==> config.mk <==
export PLATFORM = sky130hd
export DESIGN_NAME = valid_ready_slice
export DESIGN_NICKNAME = d
export VERILOG_FILES = /design/src/rtl/valid_ready_pkg.sv /design/src/rtl/valid_ready_skid.sv /design/src/rtl/valid_ready_slice.sv
export SDC_FILE = /design/constraint.sdc
export NUM_CORES = 1
export LEC_CHECK = 0
export BUFFER_PORTS_ARGS = -buffer_cell sky130_fd_sc_hd__buf_2
export CAP_MARGIN = 15
export CORE_MARGIN = 2
export CORE_UTILIZATION = 50
export DETAILED_ROUTE_END_ITERATION = 6
export PLACE_DENSITY = 0.82
export SETUP_SLACK_MARGIN = 0.3
export SYNTH_ARGS = -nofsm -noshare
export SYNTH_HDL_FRONTEND = slang
export SYNTH_SLANG_ARGS = --single-unit
==> constraint.sdc <==
create_clock -name clk -period 2 [get_ports clk]
set_clock_uncertainty 0.2 [all_clocks]
set_input_delay 0.1 -clock clk [delete_from_list [all_inputs] [get_ports clk]]
set_output_delay 0.1 -clock clk [all_outputs]
set_load 0.03 [all_outputs]
==> src/rtl/valid_ready_pkg.sv <==
// Shared types and constants for the valid/ready pipeline slice.
//   slice_mode_e : implementation selected by the MODE parameter
//   skid_state_e : occupancy of the skid-buffer implementation
//   BEATS_W      : width of the optional downstream beat counter
package valid_ready_pkg;

    typedef enum logic [1:0] {
        SLICE_BYPASS = 2'd0,
        SLICE_FWD    = 2'd1,
        SLICE_SKID   = 2'd2
    } slice_mode_e;

    typedef enum logic [1:0] {
        EMPTY = 2'd0,
        BUSY  = 2'd1,
        FULL  = 2'd2
    } skid_state_e;

    localparam int BEATS_W = 16;

endpackage

==> src/rtl/valid_ready_skid.sv <==
// Full-throughput skid buffer: a main output register plus one skid register.
// up_ready comes straight from a flop, so nothing from dn_ready reaches the upstream side
// combinationally.
// Ports:
//   clk, rst           clock, synchronous active-high reset
//   up_valid/up_data   upstream payload, up_ready back to the producer
//   dn_valid/dn_data   downstream payload, dn_ready from the consumer
module valid_ready_skid
    import valid_ready_pkg::*;
#(
    parameter int WIDTH = 8
) (
    input  logic             clk,
    input  logic             rst,
    input  logic             up_valid,
    input  logic [WIDTH-1:0] up_data,
    output logic             up_ready,
    output logic             dn_valid,
    output logic [WIDTH-1:0] dn_data,
    input  logic             dn_ready
);

    skid_state_e      state_q, state_d;
    logic [WIDTH-1:0] main_q, main_d;
    logic [WIDTH-1:0] skid_q, skid_d;
    logic             ready_q;
    logic             up_fire;
    logic             dn_fire;

    assign up_fire  = up_valid && ready_q;
    assign dn_fire  = (state_q != EMPTY) && dn_ready;
    assign up_ready = ready_q;
    assign dn_valid = (state_q != EMPTY);
    assign dn_data  = main_q;

    always_comb begin
        state_d = state_q;
        main_d  = main_q;
        skid_d  = skid_q;
        case (state_q)
            EMPTY: begin
                if (up_fire) begin
                    state_d = BUSY;
                    main_d  = up_data;
                end
            end
            BUSY: begin
                if (up_fire && dn_fire) begin
                    main_d = up_data;
                end else if (up_fire) begin
                    // Consumer stalled while a new beat arrived: park it in the skid slot.
                    state_d = FULL;
                    skid_d  = up_data;
                end else if (dn_fire) begin
                    state_d = EMPTY;
                end
            end
            FULL: begin
                if (dn_fire) begin
                    state_d = BUSY;
                    main_d  = skid_q;
                end
            end
            default: state_d = EMPTY;
        endcase
    end

    always_ff @(posedge clk) begin
        if (rst) begin
            state_q <= EMPTY;
            main_q  <= '0;
            skid_q  <= '0;
            ready_q <= 1'b1;
        end else begin
            state_q <= state_d;
            main_q  <= main_d;
            skid_q  <= skid_d;
            // Registered ready: accept whenever the skid slot will be free next cycle.
            ready_q <= (state_d != FULL);
        end
    end

endmodule

==> src/rtl/valid_ready_slice.sv <==
// Configurable valid/ready pipeline slice between an upstream producer and a consumer.
// MODE picks the implementation at elaboration:
//   0 = combinational bypass, 1 = forward register, 2 = skid buffer (valid_ready_skid).
// Optional macro VALID_READY_SLICE_BEATS_EN adds o_beats, a wrapping count of downstream
// transfers.
// Ports:
//   clk, rst                 clock, synchronous active-high reset
//   i_up_valid, i_up_data    upstream payload; o_up_ready back to the producer
//   o_dn_valid, o_dn_data    downstream payload; i_dn_ready from the consumer
//   o_beats                  downstream transfer count (only with VALID_READY_SLICE_BEATS_EN)
module valid_ready_slice
    import valid_ready_pkg::*;
#(
    parameter int WIDTH = 8,
    parameter int MODE  = 2
) (
    input  logic               clk,
    input  logic               rst,
    input  logic               i_up_valid,
    input  logic [WIDTH-1:0]   i_up_data,
    output logic               o_up_ready,
    output logic               o_dn_valid,
    output logic [WIDTH-1:0]   o_dn_data,
    input  logic               i_dn_ready
`ifdef VALID_READY_SLICE_BEATS_EN
    ,
    output logic [BEATS_W-1:0] o_beats
`endif
);

    if (MODE == int'(SLICE_BYPASS)) begin : g_bypass
        assign o_dn_valid = i_up_valid;
        assign o_dn_data  = i_up_data;
        assign o_up_ready = i_dn_ready;
    end else if (MODE == int'(SLICE_FWD)) begin : g_fwd
        logic             fwd_valid_q;
        logic [WIDTH-1:0] fwd_data_q;

        // The register can take a beat if it is empty or being drained this cycle.
        assign o_up_ready = !fwd_valid_q || i_dn_ready;
        assign o_dn_valid = fwd_valid_q;
        assign o_dn_data  = fwd_data_q;

        always_ff @(posedge clk) begin
            if (rst) begin
                fwd_valid_q <= 1'b0;
                fwd_data_q  <= '0;
            end else if (o_up_ready) begin
                fwd_valid_q <= i_up_valid;
                if (i_up_valid) begin
                    fwd_data_q <= i_up_data;
                end
            end
        end
    end else if (MODE == int'(SLICE_SKID)) begin : g_skid
        valid_ready_skid #(
            .WIDTH (WIDTH)
        ) u_skid (
            .clk      (clk),
            .rst      (rst),
            .up_valid (i_up_valid),
            .up_data  (i_up_data),
            .up_ready (o_up_ready),
            .dn_valid (o_dn_valid),
            .dn_data  (o_dn_data),
            .dn_ready (i_dn_ready)
        );
    end else begin : g_bad_mode
        $error("valid_ready_slice: unsupported MODE %0d", MODE);
        assign o_dn_valid = 1'b0;
        assign o_dn_data  = '0;
        assign o_up_ready = 1'b0;
    end

`ifdef VALID_READY_SLICE_BEATS_EN
    logic [BEATS_W-1:0] beats_q;

    always_ff @(posedge clk) begin
        if (rst) begin
            beats_q <= '0;
        end else if (o_dn_valid && i_dn_ready) begin
            beats_q <= beats_q + 1'b1;
        end
    end

    assign o_beats = beats_q;
`endif

endmodule

; Yosys cells after proc, flatten, opt, wreduce, memory -nomap -nowiden
; Cells that the tools add are included.
; W data, S select, Z words.
[word_totals]
register_bits = 19
output_inout_bits = 10
in_bits = 12
wordCells = 29
[op_classes]
muxes = 10
reduce_logical = 8
n_bitwise = 1
n_eq_ne = 6
[ops]
columns = op, n
row1 = $mux W8, 3
row2 = $pmux W8 S3, 1
row3 = $mux W2, 5
row4 = $ne A2 B1 Y1 const B, 3
row5 = $pmux W2 S3, 1
row6 = $reduce_and A4 Y1, 1
row7 = $logic_and A1 B1 Y1, 3
row8 = $reduce_and A3 Y1, 1
row9 = $reduce_bool A3 Y1, 1
row10 = $eq A2 B1 Y1 const B, 1
row11 = $eq A2 B2 Y1 const B, 1
row12 = $logic_not A2 Y1, 1
row13 = $ne A2 B2 Y1 const B, 1
row14 = $reduce_bool A2 Y1, 1
row15 = $not A1 Y1, 1

; Depth between registers and ports, before layout
[logic_depth]
depth_word = 7
ltp_mapped = 5
ltp_nobuf = 4

; Worst setup path before layout
; No wires, ideal clock.
[synth_timing]
kind = register -> register
start = register g_skid.u_skid.ready_q, in the netlist g_skid.u_skid.up_ready
end = register g_skid.u_skid.skid_q[0]
path_stages_with_launch = 6
arrival_ps = 1328
setup_slack_ps = 343
setup_ps = 129
path_buffers = 1
path_cell_list = dfxtp_1 nand2_1 nor4b_2 buf_4 mux2i_1 nor2_1
[synth_between]
elab_chain_len = 4
[synth_rtl]
columns = element, line_no
row1 = start: declaration, valid_ready_skid.sv:26  ; logic ready_q;
row2 = start signal: assignment, valid_ready_skid.sv:79  ; ready_q <= (state_d != FULL);
row3 = $logic_and A1 B1 Y1 *, valid_ready_skid.sv:30  ; assign up_fire = up_valid && ready_q;
row4 = $logic_and A1 B1 Y1, valid_ready_skid.sv:48  ; if (up_fire && dn_fire) begin
row5 = $not A1 Y1 (no line), -
row6 = $reduce_and A3 Y1 (no line) *, -
row7 = end signal: assignment, valid_ready_skid.sv:77  ; skid_q <= skid_d;
row8 = end: declaration, valid_ready_skid.sv:25  ; logic [WIDTH-1:0] skid_q, skid_d;
; Every way passes the cells marked *; elsewhere a longest branch is shown, timed or not.
; A chain may end at the register's enable or synchronous reset.

; Final worst setup path
[layout_timing]
start = register g_skid.u_skid.state_q[1]
end = register g_skid.u_skid.main_q[2], in the netlist g_skid.u_skid.dn_data[2]
[layout_between]
elab_chain_len = 5
elab_cells_between_ends = 12
[layout_rtl]
columns = element, line_no
row1 = start: declaration, valid_ready_skid.sv:23  ; skid_state_e state_q, state_d;
row2 = start signal: assignment, valid_ready_skid.sv:75  ; state_q <= state_d;
row3 = $reduce_bool A2 Y1, valid_ready_skid.sv:31  ; assign dn_fire = (state_q != EMPTY) && dn_ready;
row4 = $logic_and A1 B1 Y1, valid_ready_skid.sv:31
row5 = $logic_and A1 B1 Y1, valid_ready_skid.sv:48
row6 = $ne A2 B1 Y1 (no line), -
row7 = $reduce_and A4 Y1 (no line), -
row8 = end signal: assignment, valid_ready_skid.sv:76  ; main_q <= main_d;
row9 = end: declaration, valid_ready_skid.sv:24  ; logic [WIDTH-1:0] main_q, main_d;
; Parallel ways exist; a longest one is shown, timed or not.

==> metrics.yaml <==
drt:
  routedWlPerCell_um: 12.4
  drt-vias-per-instance: 5.44
  drt.antenna.violating_nets: 0
  wirelength_um: 1570
  detail_route.first_pass.iterations: 4
  drt_drc_violations_left: 0
  vias: 685
  initial_drc_count: 7
global_route:
  grt_first_pass_wirelength_um: 2600
  met2_usage_in_global_routing_pct: 28.7
  gr-usage-met1_pct: 20.8
  busiest_layer_in_global_routing: "met2"
  grt_start_max_net_pins: 20
  first_global_vias: 596
  antenna_found_initial: 0
  gr-usage-met3_pct: 5.16
  gr-usage-all-layers_pct: 17.9
  total_overflow_reported_by_the_global_router: 0
logic_synthesis:
  synth_flop_cell: "sky130_fd_sc_hd__dfxtp_1"
  synth_top_area_cell: "sky130_fd_sc_hd__dfxtp_1"
  syn_inst: 80
  yosysSeqAreaShare_pct: 44.2
  synth_cell_types: 22
  top_post_synthesis_cells_by_area: "sky130_fd_sc_hd__dfxtp_1, sky130_fd_sc_hd__mux2i_1, sky130_fd_sc_hd__a211oi_2, sky130_fd_sc_hd__nor2_1, sky130_fd_sc_hd__buf_4"
  yosys.area.top_type_share_pct: 44.2
  post_synth_edffs: 0
  seq_cells_post_synth: 19
  synth.cells.most_frequent: "sky130_fd_sc_hd__dfxtp_1, sky130_fd_sc_hd__mux2i_1, sky130_fd_sc_hd__nor2_1"
  synth_fp_nets: 92
  synthMostInstantiatedCell: "sky130_fd_sc_hd__dfxtp_1"
  share_of_synthesized_registers_carrying_an_async_set_or_reset_pct: 0
  mappedNetlistArea_um2: 861
  postSynthAreaPerCell_um2: 10.8
  synthesis.yosys.warnings: 0
layout:
  final.fill_count: 126
  layout.nets: 123
  diodes: 0
  final_core_util_pct: 69.7
  syn_to_final_growth_pct: 26.2
  drive_gt1_share_pct: 37.3
  final-instance-count-excl-fill: 126
setup_path:
  critical_path.reg2reg.endpoint: "g_skid.u_skid.dn_data[2]"
  rr_startpoint: "g_skid.u_skid.state_q[1]"
  critical_path_peak_fanout: 16
  worstPathBufferInverterCount: 0
  critical_path.startpoint_type: "flip-flop"
  critical_path.cell_chain: "nand4bb_1, nand3_4, nor2_1, a211oi_2"
  r2r_cells: 4
  timing.setup.critical_path_class: "flip-flop to flip-flop"
  worst_path_max_delay_cell: "sky130_fd_sc_hd__dfxtp_1"
  cp_data_required_time_ps: 1970
  reg2reg_setup_slack_ps: 400
  cpLargestDelayFamily: "simple AND/OR/NAND/NOR gates"
  cp_data_arrival_time_ps: 1580
  critical_path.max_stage_delay_ps: 500
  end_kind: "flip-flop"
sta:
  finalHoldViolations: 0
  grt_setup_unrepaired: "no"
  fin_crit_sh_pct: 80.0
  fmaxAchievable_ghz: 0.625
  worst_slew_margin_rel_pct: 71.4
  final-setup-viol-count: 0
  hold_slack_ps: 4.83
  worst_slew_pin_slew_ps: 429
  maxSlewViolCount: 0
  timing.setup.tns_ps: 0
  min_period_ps: 1600
place:
  place.gp.congestion: 0.690
  placed_cells_incl_taps: 113
  place_hpwl_um: 1080
  number_of_buffers_added_on_ports: 21
power:
  p_per_area_nw_per_um2: 735
  static-leakage-power_nw: 0.487
  peakVddDrop_mv: 0.538
clock_tree:
  postCtsSetupRepairBufs: 0
  clock_tree.htree_level_count: 1
  cts_buffers: 3
  clock_tree.buffer_depth: 2
  clk_latency_ps: 300
  cts.root.buffer_cell: "sky130_fd_sc_hd__clkbuf_4"
  cts_sinks: 19
  cts_tree: "done"
  worst_setup_hold_path_clk_slew_ps: 100
hold_path:
  capture_endpoint_of_the_worst_hold_path: "g_skid.u_skid.skid_q[2]"
  min-delay-start: "rst"
  hold_depth: 2
  min-delay-path-class: "primary input to flip-flop"
floorplan:
  die_w_um: 45.5
  io_pins: 22
  die_y_um: 45.5
  die_area_um2: 2070
  fp.coreArea_um2: 1560
  initial_core_util_pct: 55.2
  fp-row-count: 14
job:
  timing.max_cap.violations: 0
status:
  status: "finished, final reports clean"
## cells in the final DEF (no fill, tap or decap), types with 2 or more instances in the layout
master                          count
sky130_fd_sc_hd__nor2_1            15
sky130_fd_sc_hd__mux2i_1           16
sky130_fd_sc_hd__a211oi_2           8
sky130_fd_sc_hd__nand3b_1           2
sky130_fd_sc_hd__buf_2             21
sky130_fd_sc_hd__nand2_1            2
sky130_fd_sc_hd__dfxtp_1           18
sky130_fd_sc_hd__dlygate4sd3_1      9
sky130_fd_sc_hd__clkbuf_4           3
sky130_fd_sc_hd__nor2_2             2
## flip-flops by register name, summed over array words and instances, names as in the netlist
signal	cells
g_skid.u_skid.dn_data	8
g_skid.u_skid.skid_q	8
g_skid.u_skid.state_q	2
g_skid.u_skid.up_ready	1
## area by class of cell
cell class | count | area, um2 | share of cell area, %
well taps | 16 | 20.0 | 1.84
flip-flops and latches | 19 | 382 | 35.1
repair buffers | 31 | 203 | 18.7
clock buffers | 4 | 26.3 | 2.42
multi-input cells | 56 | 455 | 41.9
## per-stage QoR
step	instance area (um2)	power, mW	setup WS, ps
detailed placement	958	0.601	308
global route	1090	0.842	310
global placement	958	0.595	411
floorplan	861	0.559	343
finish	1090	0.798	399
CTS	1080	0.807	365
## cells by family after synthesis
kind of cell / after synthesis / share of synthesized area [%]
flops: 19 / 44.2
mux: 16 / 18.6
buf+inv: 5 / 4.07
compound gates: 12 / 15.3
simple gates: 28 / 17.9
## worst max-delay path by stage
| stage | start | end | slack (ps) | cells past startpoint |
|---|---|---|---|---|
| after floorplan | g_skid.u_skid.up_ready | g_skid.u_skid.skid_q[0] | 340 | 5 |
| after global placement | g_skid.u_skid.state_q[1] | g_skid.u_skid.dn_data[2] | 410 | 4 |
| after detailed placement | g_skid.u_skid.state_q[1] | g_skid.u_skid.dn_data[2] | 310 | 4 |
| after CTS | g_skid.u_skid.state_q[0] | g_skid.u_skid.dn_data[2] | 360 | 3 |
| after global routing | g_skid.u_skid.state_q[1] | g_skid.u_skid.dn_data[5] | 310 | 4 |
| final | g_skid.u_skid.state_q[1] | g_skid.u_skid.dn_data[2] | 400 | 4 |
## power by group
group / internal [mW] / switching [mW] / total (mW) / leakage [nW]
Clock: 0.0777 / 0.114 / 0.191 / 0.0150
Sequential: 0.404 / 0.0153 / 0.419 / 0.155
Combinational: 0.0762 / 0.112 / 0.188 / 0.317
## repair_timing
action | in CTS | in global routing
cloned | 0 | 0
hold buffers | 9 | 0
endpoints found under the setup margin | 1 | 8
hold endpoints to repair | 16 | 0
resized for setup | 1 | 2
## per-layer routing
layer  vias to the layer above  part of all wire, %
met3                         5                  5.7
li1                        347                    -
met2                        20                   45
met5                         -                    0
met1                       313                   47
met4                         0                  2.3
No activity file was read; power rests on OpenSTA's default activity.
